$ cat config.mk
export PLATFORM = sky130hd
export DESIGN_NAME = cia_bus_arbiter
export DESIGN_NICKNAME = d
export VERILOG_FILES = /design/src/rtl/cia_bus_arbiter.sv
export SDC_FILE = /design/constraint.sdc
export NUM_CORES = 1
export LEC_CHECK = 0
export ABC_AREA = 1
export CAP_MARGIN = 20
export CORE_MARGIN = 1.5
export CORE_UTILIZATION = 40
export DETAILED_ROUTE_END_ITERATION = 6
export GPL_TIMING_DRIVEN = 1
export PLACE_DENSITY = 0.69
export RECOVER_POWER = 25
export REMOVE_ABC_BUFFERS = 1
export SYNTH_ARGS = -nofsm -noshare
export SYNTH_HDL_FRONTEND = slang
export SYNTH_SLANG_ARGS = --single-unit
$ cat constraint.sdc
create_clock -name clk -period 1.7 [get_ports clk]
set_clock_uncertainty 0.15 [all_clocks]
set_input_delay 0.255 -clock clk [delete_from_list [all_inputs] [get_ports clk]]
set_output_delay 0.255 -clock clk [all_outputs]
set_load 0.03 [all_outputs]
$ cat src/rtl/cia_bus_arbiter.sv
// Lets a host/debug port share the mos6526 register bus with the CPU. The CPU always has priority.
// Optional macro CIA_ARB_ICR_GUARD_EN rejects host reads of register 4'hD (the ICR).
module cia_bus_arbiter #(
   parameter int RD_LAT     = 2,
   parameter int STARVE_MAX = 255,
   parameter int STARVE_W   = 8
) (
   input  logic       clk,
   input  logic       res,
   input  logic       cpu_cs_n,
   input  logic       cpu_rw,
   input  logic [3:0] cpu_rs,
   input  logic [7:0] cpu_db,
   input  logic       host_req,
   input  logic       host_rw,
   input  logic [3:0] host_rs,
   input  logic [7:0] host_wdata,
   output logic       host_ack,
   output logic [7:0] host_rdata,
   output logic       host_err,
   output logic       host_starve,
   output logic       busy,
   output logic       cia_cs_n,
   output logic       cia_rw,
   output logic [3:0] cia_rs,
   output logic [7:0] cia_db_in,
   input  logic [7:0] cia_db_out
);

   typedef enum logic [1:0] {IDLE, ISSUE, WAIT, DONE} state_t;

   localparam logic [STARVE_W-1:0] STARVE_LIM = STARVE_W'(STARVE_MAX);
   localparam logic [2:0]          LAT_INIT   = 3'(RD_LAT);

   state_t              state_reg, state_next;
   logic                lat_rw_reg, lat_rw_next;
   logic [3:0]          lat_rs_reg, lat_rs_next;
   logic [7:0]          lat_wdata_reg, lat_wdata_next;
   logic [STARVE_W-1:0] starve_cnt_reg, starve_cnt_next;
   logic                starve_reg, starve_next;
   logic [2:0]          lat_cnt_reg, lat_cnt_next;
   logic [7:0]          rdata_reg, rdata_next;
`ifdef CIA_ARB_ICR_GUARD_EN
   logic                err_reg, err_next;
`endif

   always_ff @(posedge clk or posedge res) begin
      if (res) begin
         state_reg      <= IDLE;
         lat_rw_reg     <= 1'b0;
         lat_rs_reg     <= 4'h0;
         lat_wdata_reg  <= 8'h00;
         starve_cnt_reg <= '0;
         starve_reg     <= 1'b0;
         lat_cnt_reg    <= 3'd0;
         rdata_reg      <= 8'h00;
`ifdef CIA_ARB_ICR_GUARD_EN
         err_reg        <= 1'b0;
`endif
      end else begin
         state_reg      <= state_next;
         lat_rw_reg     <= lat_rw_next;
         lat_rs_reg     <= lat_rs_next;
         lat_wdata_reg  <= lat_wdata_next;
         starve_cnt_reg <= starve_cnt_next;
         starve_reg     <= starve_next;
         lat_cnt_reg    <= lat_cnt_next;
         rdata_reg      <= rdata_next;
`ifdef CIA_ARB_ICR_GUARD_EN
         err_reg        <= err_next;
`endif
      end
   end

   always_comb begin
      state_next      = state_reg;
      lat_rw_next     = lat_rw_reg;
      lat_rs_next     = lat_rs_reg;
      lat_wdata_next  = lat_wdata_reg;
      starve_cnt_next = starve_cnt_reg;
      starve_next     = starve_reg;
      lat_cnt_next    = lat_cnt_reg;
      rdata_next      = rdata_reg;
`ifdef CIA_ARB_ICR_GUARD_EN
      err_next        = err_reg;
`endif
      case (state_reg)
         IDLE: begin
            if (host_req) begin
               lat_rw_next     = host_rw;
               lat_rs_next     = host_rs;
               lat_wdata_next  = host_wdata;
               starve_cnt_next = '0;
               starve_next     = 1'b0;
               state_next      = ISSUE;
`ifdef CIA_ARB_ICR_GUARD_EN
               err_next        = 1'b0;
               // A host read of the ICR would clear the CPU's pending interrupt flags.
               if (!host_rw && host_rs == 4'hD) begin
                  err_next   = 1'b1;
                  state_next = DONE;
               end
`endif
            end
         end
         ISSUE: begin
            if (!cpu_cs_n) begin
               if (starve_cnt_reg != STARVE_LIM) begin
                  starve_cnt_next = starve_cnt_reg + 1'b1;
                  if (starve_cnt_reg == STARVE_LIM - 1'b1)
                     starve_next = 1'b1;
               end
            end else if (lat_rw_reg) begin
               state_next = DONE;
            end else begin
               lat_cnt_next = LAT_INIT;
               state_next   = WAIT;
            end
         end
         WAIT: begin
            // A CPU access may have changed the register, so the read is redone.
            if (!cpu_cs_n) begin
               state_next = ISSUE;
            end else if (lat_cnt_reg == 3'd1) begin
               rdata_next = cia_db_out;
               state_next = DONE;
            end else begin
               lat_cnt_next = lat_cnt_reg - 3'd1;
            end
         end
         default: state_next = IDLE;
      endcase
   end

   assign host_ack    = (state_reg == DONE);
   assign host_rdata  = rdata_reg;
   assign host_starve = starve_reg;
   assign busy        = (state_reg != IDLE);
`ifdef CIA_ARB_ICR_GUARD_EN
   assign host_err    = (state_reg == DONE) && err_reg;
`else
   assign host_err    = 1'b0;
`endif

   always_comb begin
      cia_cs_n  = 1'b1;
      cia_rw    = 1'b0;
      cia_rs    = 4'h0;
      cia_db_in = 8'h00;
      if (!cpu_cs_n) begin
         cia_cs_n  = 1'b0;
         cia_rw    = cpu_rw;
         cia_rs    = cpu_rs;
         cia_db_in = cpu_db;
      end else if (state_reg == ISSUE) begin
         cia_cs_n  = 1'b0;
         cia_rw    = lat_rw_reg;
         cia_rs    = lat_rs_reg;
         cia_db_in = lat_wdata_reg;
      end
   end

endmodule

==> impl_metrics.toml, run 1 <==
[run_status]
status = "finished with violations"
violations = "negative setup slack"

[clock_network]
cts.sinks = 35
cts.clk_slew.worst_paths_ns = 0.07
cts_hold_buffers = 0
cts_inserted_buffers = 5
cts_root_buf = "clkbuf_8"
clock_path_buffers = 2
worstSkewPairLatency_ns = 0.29
cts_tree = "done"
h-tree-depth = 2

[critical_path]
crit_buf_inv = 3
crit_path_end_kind = "primary output"
r2r-start = "state_reg[0]$_DFFE_PP0P_"
r2r_cells = 7
r2r_setup_slack_ns = 0.09
cp_top_family = "flip-flops"
rr_endpoint = "starve_cnt_reg[6]$_DFFE_PP0P_"
crit_required_ns = 1.29
slowest_stage = "dfrtp_1"
worstSetupPathType = "flop to primary output"
crit_fanout = 11
cpPeakStageDelay_ns = 0.39
worstSetupStartpointType = "flop"
cp_cell_sequence = "inv_2 -> nand2_4 -> inv_4 -> nand2_8 -> o21ai_2 -> buf_6"
worstPathArrival_ns = 1.34

[timing]
hold_slack_ns = 0.3310
finalHoldViolCount = 0
fmax_mhz = 571.5
final_max_slew_viol_count = 0
setup_viol = 13
rsz0062_at_grt = "yes"
max_slew.worst_pin.slew_ns = 0.8913
relSlewSlack_pct = 40.58
worst_slack_ns = -0.04971
fin_crit_sh_pct = 102.9
finalCriticalPeriod_ns = 1.750

[worst_hold_path]
holdPathStages = 2
min_to = "host_starve$_DFFE_PP0P_"
min_from = "host_starve$_DFFE_PP0P_"
hp-class = "flop to flop"

[placement]
dp_hpwl_um = 3196
finalWeightedCongestion = 0.8287
dpl-instance-area_um2 = 2641
portBuffers = 62
pre_cts_ws_ns = -0.08735

[drt]
postRouteWirelength_um = 4764
drc_errors = 0
ant_nets = 0
vias = 1828
drtPass1Iterations = 4
wl_per_cell_um = 12.60
drt-initial-drc-count = 91
avgViaCountPerCell = 4.836

[die]
start_util_pct = 42.32
rows = 24
ios = 64
die_y_um = 71.34
die-area_um2 = 5089
coreArea_um2 = 4414
dieWidth_um = 71.34

[synthesis]
synth_compound_area_share_pct = 14.74
synth_xor_area_share_pct = 0.4689
syn-cell-area_um2 = 1868
syn_area_per_cell_um2 = 7.849
netlist_instances = 238
yosysWarnings = 0
synth.mux.area_fraction_pct = 1.808
synth_top_family_by_area = "simple AND/OR/NAND/NOR gates"
ys_ff_latch = 35
synthSimpleGateAreaFrac_pct = 24.58
ys_seq_area_share_pct = 46.89
yosys.cell_types.count = 31
synthAdderAreaFrac_pct = 2.679

[global_routing]
grt_pass1_wl_um = 8238
grt_usage_pct = 20.56
grt_pass1_vias = 1802
overflow = 0
grt_max_degree = 36
antenna_found_initial = 0

[pwr]
ir_worst_vdd_v = 0.0007092
power-per-cell-area_nw_per_um2 = 1513
power_mw = 4.476
leakagePower_nw = 1.469

[finish]
utilization_pct = 67.01
syn2layout_area_growth_pct = 58.34
n_antenna_cell = 0
nNetsFinal = 367
layout_common_cells = "nand2_1 (64), dfrtp_1 (35), clkdlybuf4s50_1 (35)"
drive_gt1_share_pct = 25.15
mostFrequentLayoutCell = "nand2_1"
final_area_um2 = 2958

[run]
cap_violations = 0
-- worst max-delay path by stage --
stage                     cells past startpoint                startpoint           end
final                                         6  state_reg[1]$_DFFE_PP0P_  cia_db_in[5]
after floorplan                               5  state_reg[1]$_DFFE_PP0P_  cia_db_in[0]
after CTS                                     6  state_reg[1]$_DFFE_PP0P_     cia_rs[0]
after global placement                        5                  cpu_cs_n     cia_rs[0]
after global routing                          6  state_reg[1]$_DFFE_PP0P_  cia_db_in[5]
after detailed placement                      5                  cpu_cs_n     cia_rs[1]
-- cell families (layout without fill, tap and decap cells) --
group                    Yosys count  after routing
AND/OR/NAND/NOR                  109            110
multiplexers                       3              3
other                              1              1
AO/OA/AOI/OAI                     49             49
buffers and inverters             36            123
flip-flops                        35             35
adder cells (fa/ha/maj)            4              4
XOR/XNOR                           1              1
-- Yosys cell counts (all sizes together) --
cell type,instances,area share [%]
nand2,68,14
dfrtp,35,47
inv,27,5.6
o21ai,27,7.2
nor2,23,4.9
a21oi,15,4.6
nand3,12,3.5
buf,6,2.4
ha,4,2.7
a22o,3,1.4
clkbuf,3,0.67
mux2,3,1.8
nand4,2,0.67
o21bai,2,0.80
or2,2,0.67
a31oi,1,0.34
conb,1,0.20
nand3b,1,0.40
nor3,1,0.27
o22ai,1,0.34
xnor2,1,0.47
-- final cells by class --
cell class	count	area [um2]
Tap cell	52	65.06
Fill cell	376	1456
Inverter	27	103.9
Multi-Input combinational cell	168	962.2
Sequential cell	35	875.8
Clock buffer	8	100.1
Timing Repair Buffer	88	850.8
-- worst reg2reg max path: stages (launching register included) --
cell,delay (ns)
dfrtp_1,0.40
buf_4,0.14
buf_6,0.12
inv_1,0.06
a21oi_2,0.26
nand3_2,0.20
nand2_1,0.09
o21ai_0,0.07
-- per-layer routing --
metal	track usage [%]	vias up	share of wire (%)
met1	27.19	846	45
li1	-	929	-
met4	6.709	0	1.5
met3	6.048	7	5.0
met2	32.51	46	48
met5	0	-	0
-- stage by stage --
| stage | setup TNS, ns | instances |
|---|---|---|
| 2_1_floorplan | -2.368 | 229 |
| 3_3_place_gp | -0.5259 | 364 |
| 3_5_place_dp | -0.6553 | 364 |
| 4_1_cts | -0.2034 | 377 |
| 5_1_grt | -1.238 | 378 |
| 6_report | -0.3567 | 378 |
-- report_power, final --
group	internal [mW]	total (mW)	switching, mW
clock network	0.370	0.668	0.298
registers	1.14	1.28	0.142
logic	1.07	2.53	1.46
total	2.58	4.48	1.90
-- what timing repair did --
| item | 4_1_cts | 5_1_grt |
|---|---|---|
| pin swaps | 1 | 2 |
| buffers inserted | 5 | 0 |
| endpoints found under the setup margin | 23 | 32 |
| cloned | 0 | 1 |
| resized for setup | 51 | 20 |
No activity file was read; power rests on OpenSTA's default activity.
==> run 2: changes to the inputs <==
- CTS_CLUSTER_SIZE: not set -> 40
==> results of run 2 <==
No change in the layout: final DEF, timing and power equal those of run 1.
==> run 3: changes to the inputs <==
- ABC_AREA: 1 -> not set
==> impl_metrics.toml, run 3 <==
[synthesis]
yosysWarnings = 0
ys_ff_latch = 35
synth_edf_count = 0
syn_area_per_cell_um2 = 8.625
synth_top_area_cell = "dfrtp_1"
syn-cell-area_um2 = 1863
synth_ff_type = "dfrtp_1"
synth_top_area_share_pct = 47.01
netlist_instances = 216
yosys-top-cells-area = "dfrtp_1 (47%), nand2_1 (10%), nand3_1 (5.6%), mux2_2 (4.8%), o21ai_0 (4.6%)"
ys_seq_area_share_pct = 47.01
post-synth-top-count-cell = "nand2_1"
ys_top_cells_by_count = "nand2_1 (50), dfrtp_1 (35), nand3_1 (21), inv_1 (18), o21ai_0 (17)"
synth_async_sr_flop_share_pct = 100.0
yosys.cell_types.count = 41

[critical_path]
cpPeakStageDelay_ns = 0.44
cp_top_family = "buffers and inverters"
cp_cell_sequence = "buf_6 -> nor2b_4 -> buf_6 -> nand3_2 -> o21ai_1 -> buf_4"
worstSetupPathType = "flop to primary output"
crit_path_end_kind = "primary output"
crit_fanout = 7
cp_common_cell = "buf_6"
slowest_stage = "dfrtp_2"
r2r-start = "state_reg[1]$_DFFE_PP0P_"
crit_required_ns = 1.29
crit_buf_inv = 3
worstSetupStartpointType = "flop"
rr_endpoint = "starve_cnt_reg[7]$_DFFE_PP0P_"
r2r_setup_slack_ns = -0.07
worstPathArrival_ns = 1.46
r2r_cells = 4

[timing]
finalHoldViolCount = 0
relSlewSlack_pct = 56.23
fmax_mhz = 535.6
setup_viol = 22
worst_slack_ns = -0.1669
fin_crit_sh_pct = 109.8
final_max_slew_viol_count = 0
finalCriticalPeriod_ns = 1.867
max_slew.worst_pin.slew_ns = 0.6566
rsz0062_at_grt = "yes"

[placement]
finalWeightedCongestion = 0.8279
portBuffers = 62
dp_hpwl_um = 3151
dp.cells = 334

[drt]
vias = 1831
postRouteWirelength_um = 4987
drtPass1Iterations = 4
wl_per_cell_um = 14.17
avgViaCountPerCell = 5.202
drc_errors = 0
ant_nets = 0
drt-initial-drc-count = 123

[die]
die_y_um = 71.25
ios = 64
dieWidth_um = 71.25
die-area_um2 = 5076
coreArea_um2 = 4414
start_util_pct = 42.21
rows = 24

[worst_hold_path]
hp-class = "input port to flop"
min_from = "host_wdata[6]"
min_to = "lat_wdata_reg[6]$_DFFE_PP0P_"
holdPathStages = 3

[finish]
syn2layout_area_growth_pct = 65.82
layout_common_cells = "clkdlybuf4s50_1 (35), nand2_1 (33), dfrtp_1 (32)"
final_cells = 352
n_antenna_cell = 0
nNetsFinal = 341
mostFrequentLayoutCell = "clkdlybuf4s50_1"
drive_gt1_share_pct = 38.67

[global_routing]
overflow = 0
grt_usage_pct = 19.44
grt_max_degree = 32
antenna_found_initial = 0
grt_pass1_vias = 1767
grt_pass1_wl_um = 7831

[pwr]
pwr-share-comb_pct = 52.7
internal_power_mw = 2.669
power_switching_mw = 1.826
leakagePower_nw = 1.473
power_mw = 4.495
clockPowerShare_pct = 14.8
ir_worst_vdd_v = 0.0007524
seq_power_share_pct = 32.5
switching_share_pct = 40.63
power-per-cell-area_nw_per_um2 = 1455

[clock_network]
cts_inserted_buffers = 5
h-tree-depth = 2
worstSkewPairLatency_ns = 0.28
cts_tree = "done"
clock_path_buffers = 2
cts_hold_buffers = 0
cts_root_buf = "clkbuf_8"
cts.sinks = 35
cts.clk_slew.worst_paths_ns = 0.07

[run_status]
status = "finished with violations"
violations = "negative setup slack"

[run]
cap_violations = 0
-- run 3: changes by cell type after synthesis, moves of 3 or more --
cell      delta
nand2_1     -16
nor2_1      -14
a21oi_1     -12
nand3_1     +10
o21ai_0      -9
inv_1        -8
clkbuf_1     +5
mux2_2       +5
nand2b_1     +5
a31oi_1      +4
o211ai_1     +3
-- run 3: cells by family after synthesis --
| family | count (synthesis) | share of synthesized area, % |
|---|---|---|
| flip-flops | 35 | 47.01 |
| buffers and inverters | 33 | 8.058 |
| adder cells (fa/ha/maj) | 4 | 2.686 |
| AND/OR/NAND/NOR | 97 | 24.25 |
| other | 1 | 0.2013 |
| AO/OA/AOI/OAI | 37 | 12.42 |
| multiplexers | 9 | 5.373 |
-- run 3: power groups by stage --
stage	Clock, mW	Combinational, mW	Sequential (mW)
floorplan	0	0.873	1.54
global placement	0	1.83	1.38
detailed placement	0	1.85	1.39
CTS	0.677	2.00	1.40
global route	0.712	2.56	1.52
finish	0.664	2.37	1.46
-- run 3: per-stage QoR --
step | hold WS, ns | setup slack, ns | instance area [um2] | utilization, % | TNS (ns)
after floorplan | 0.2104 | -0.4453 | 1780 | - | -6.254
after global placement | 0.3062 | -0.2851 | 2584 | 58.53 | -7.166
after detailed placement | 0.3098 | -0.2912 | 2584 | 58.53 | -7.323
after CTS | 0.1161 | -0.1843 | 2810 | 63.66 | -2.304
after global routing | 0.3623 | -0.2237 | 3089 | 69.98 | -3.737
final | 0.3438 | -0.1669 | 3089 | 69.98 | -2.169
-- run 3: cell type report --
type / count / area, um2
Clock buffer: 8 / 100.1
Inverter: 18 / 67.56
Timing Repair Buffer: 90 / 860.8
Fill cell: 338 / 1325
Sequential cell: 35 / 879.6
Tap cell: 52 / 65.06
Multi-Input combinational cell: 149 / 1116
-- run 3: repair_timing --
item,CTS,global route
setup buffers,5,3
endpoints found under the setup margin,29,44
gates cloned,0,2
hold endpoints to repair,0,0
gates resized for setup,49,66
pin swaps,8,17
-- run 3: worst min-delay path: cells and delay by family --
kind          cells  cell delay, ns
buf+inv           1            0.39
simple gates      2            0.09
-- run 3: routing by layer --
| layer | vias up | GRT usage [%] | wire [um] |
|---|---|---|---|
| li1 | 894 | - | - |
| met1 | 873 | 25.34 | 2195 |
| met2 | 56 | 31.48 | 2495 |
| met3 | 8 | 5.063 | 231 |
| met4 | 0 | 6.918 | 64 |
| met5 | - | 0 | 0 |
-- run 3: how the worst max path moves through the flow --
stage,endpoint,depth (start not counted),start,slack [ns]
finish,cia_db_in[0],6,state_reg[1]$_DFFE_PP0P_,-0.17
global route,cia_db_in[0],6,state_reg[1]$_DFFE_PP0P_,-0.22
CTS,cia_db_in[0],6,state_reg[1]$_DFFE_PP0P_,-0.18
detailed placement,starve_cnt_reg[7]$_DFFE_PP0P_,4,cpu_cs_n,-0.29
global placement,starve_cnt_reg[7]$_DFFE_PP0P_,4,cpu_cs_n,-0.29
floorplan,cia_db_in[0],3,state_reg[0]$_DFFE_PP0P_,-0.45
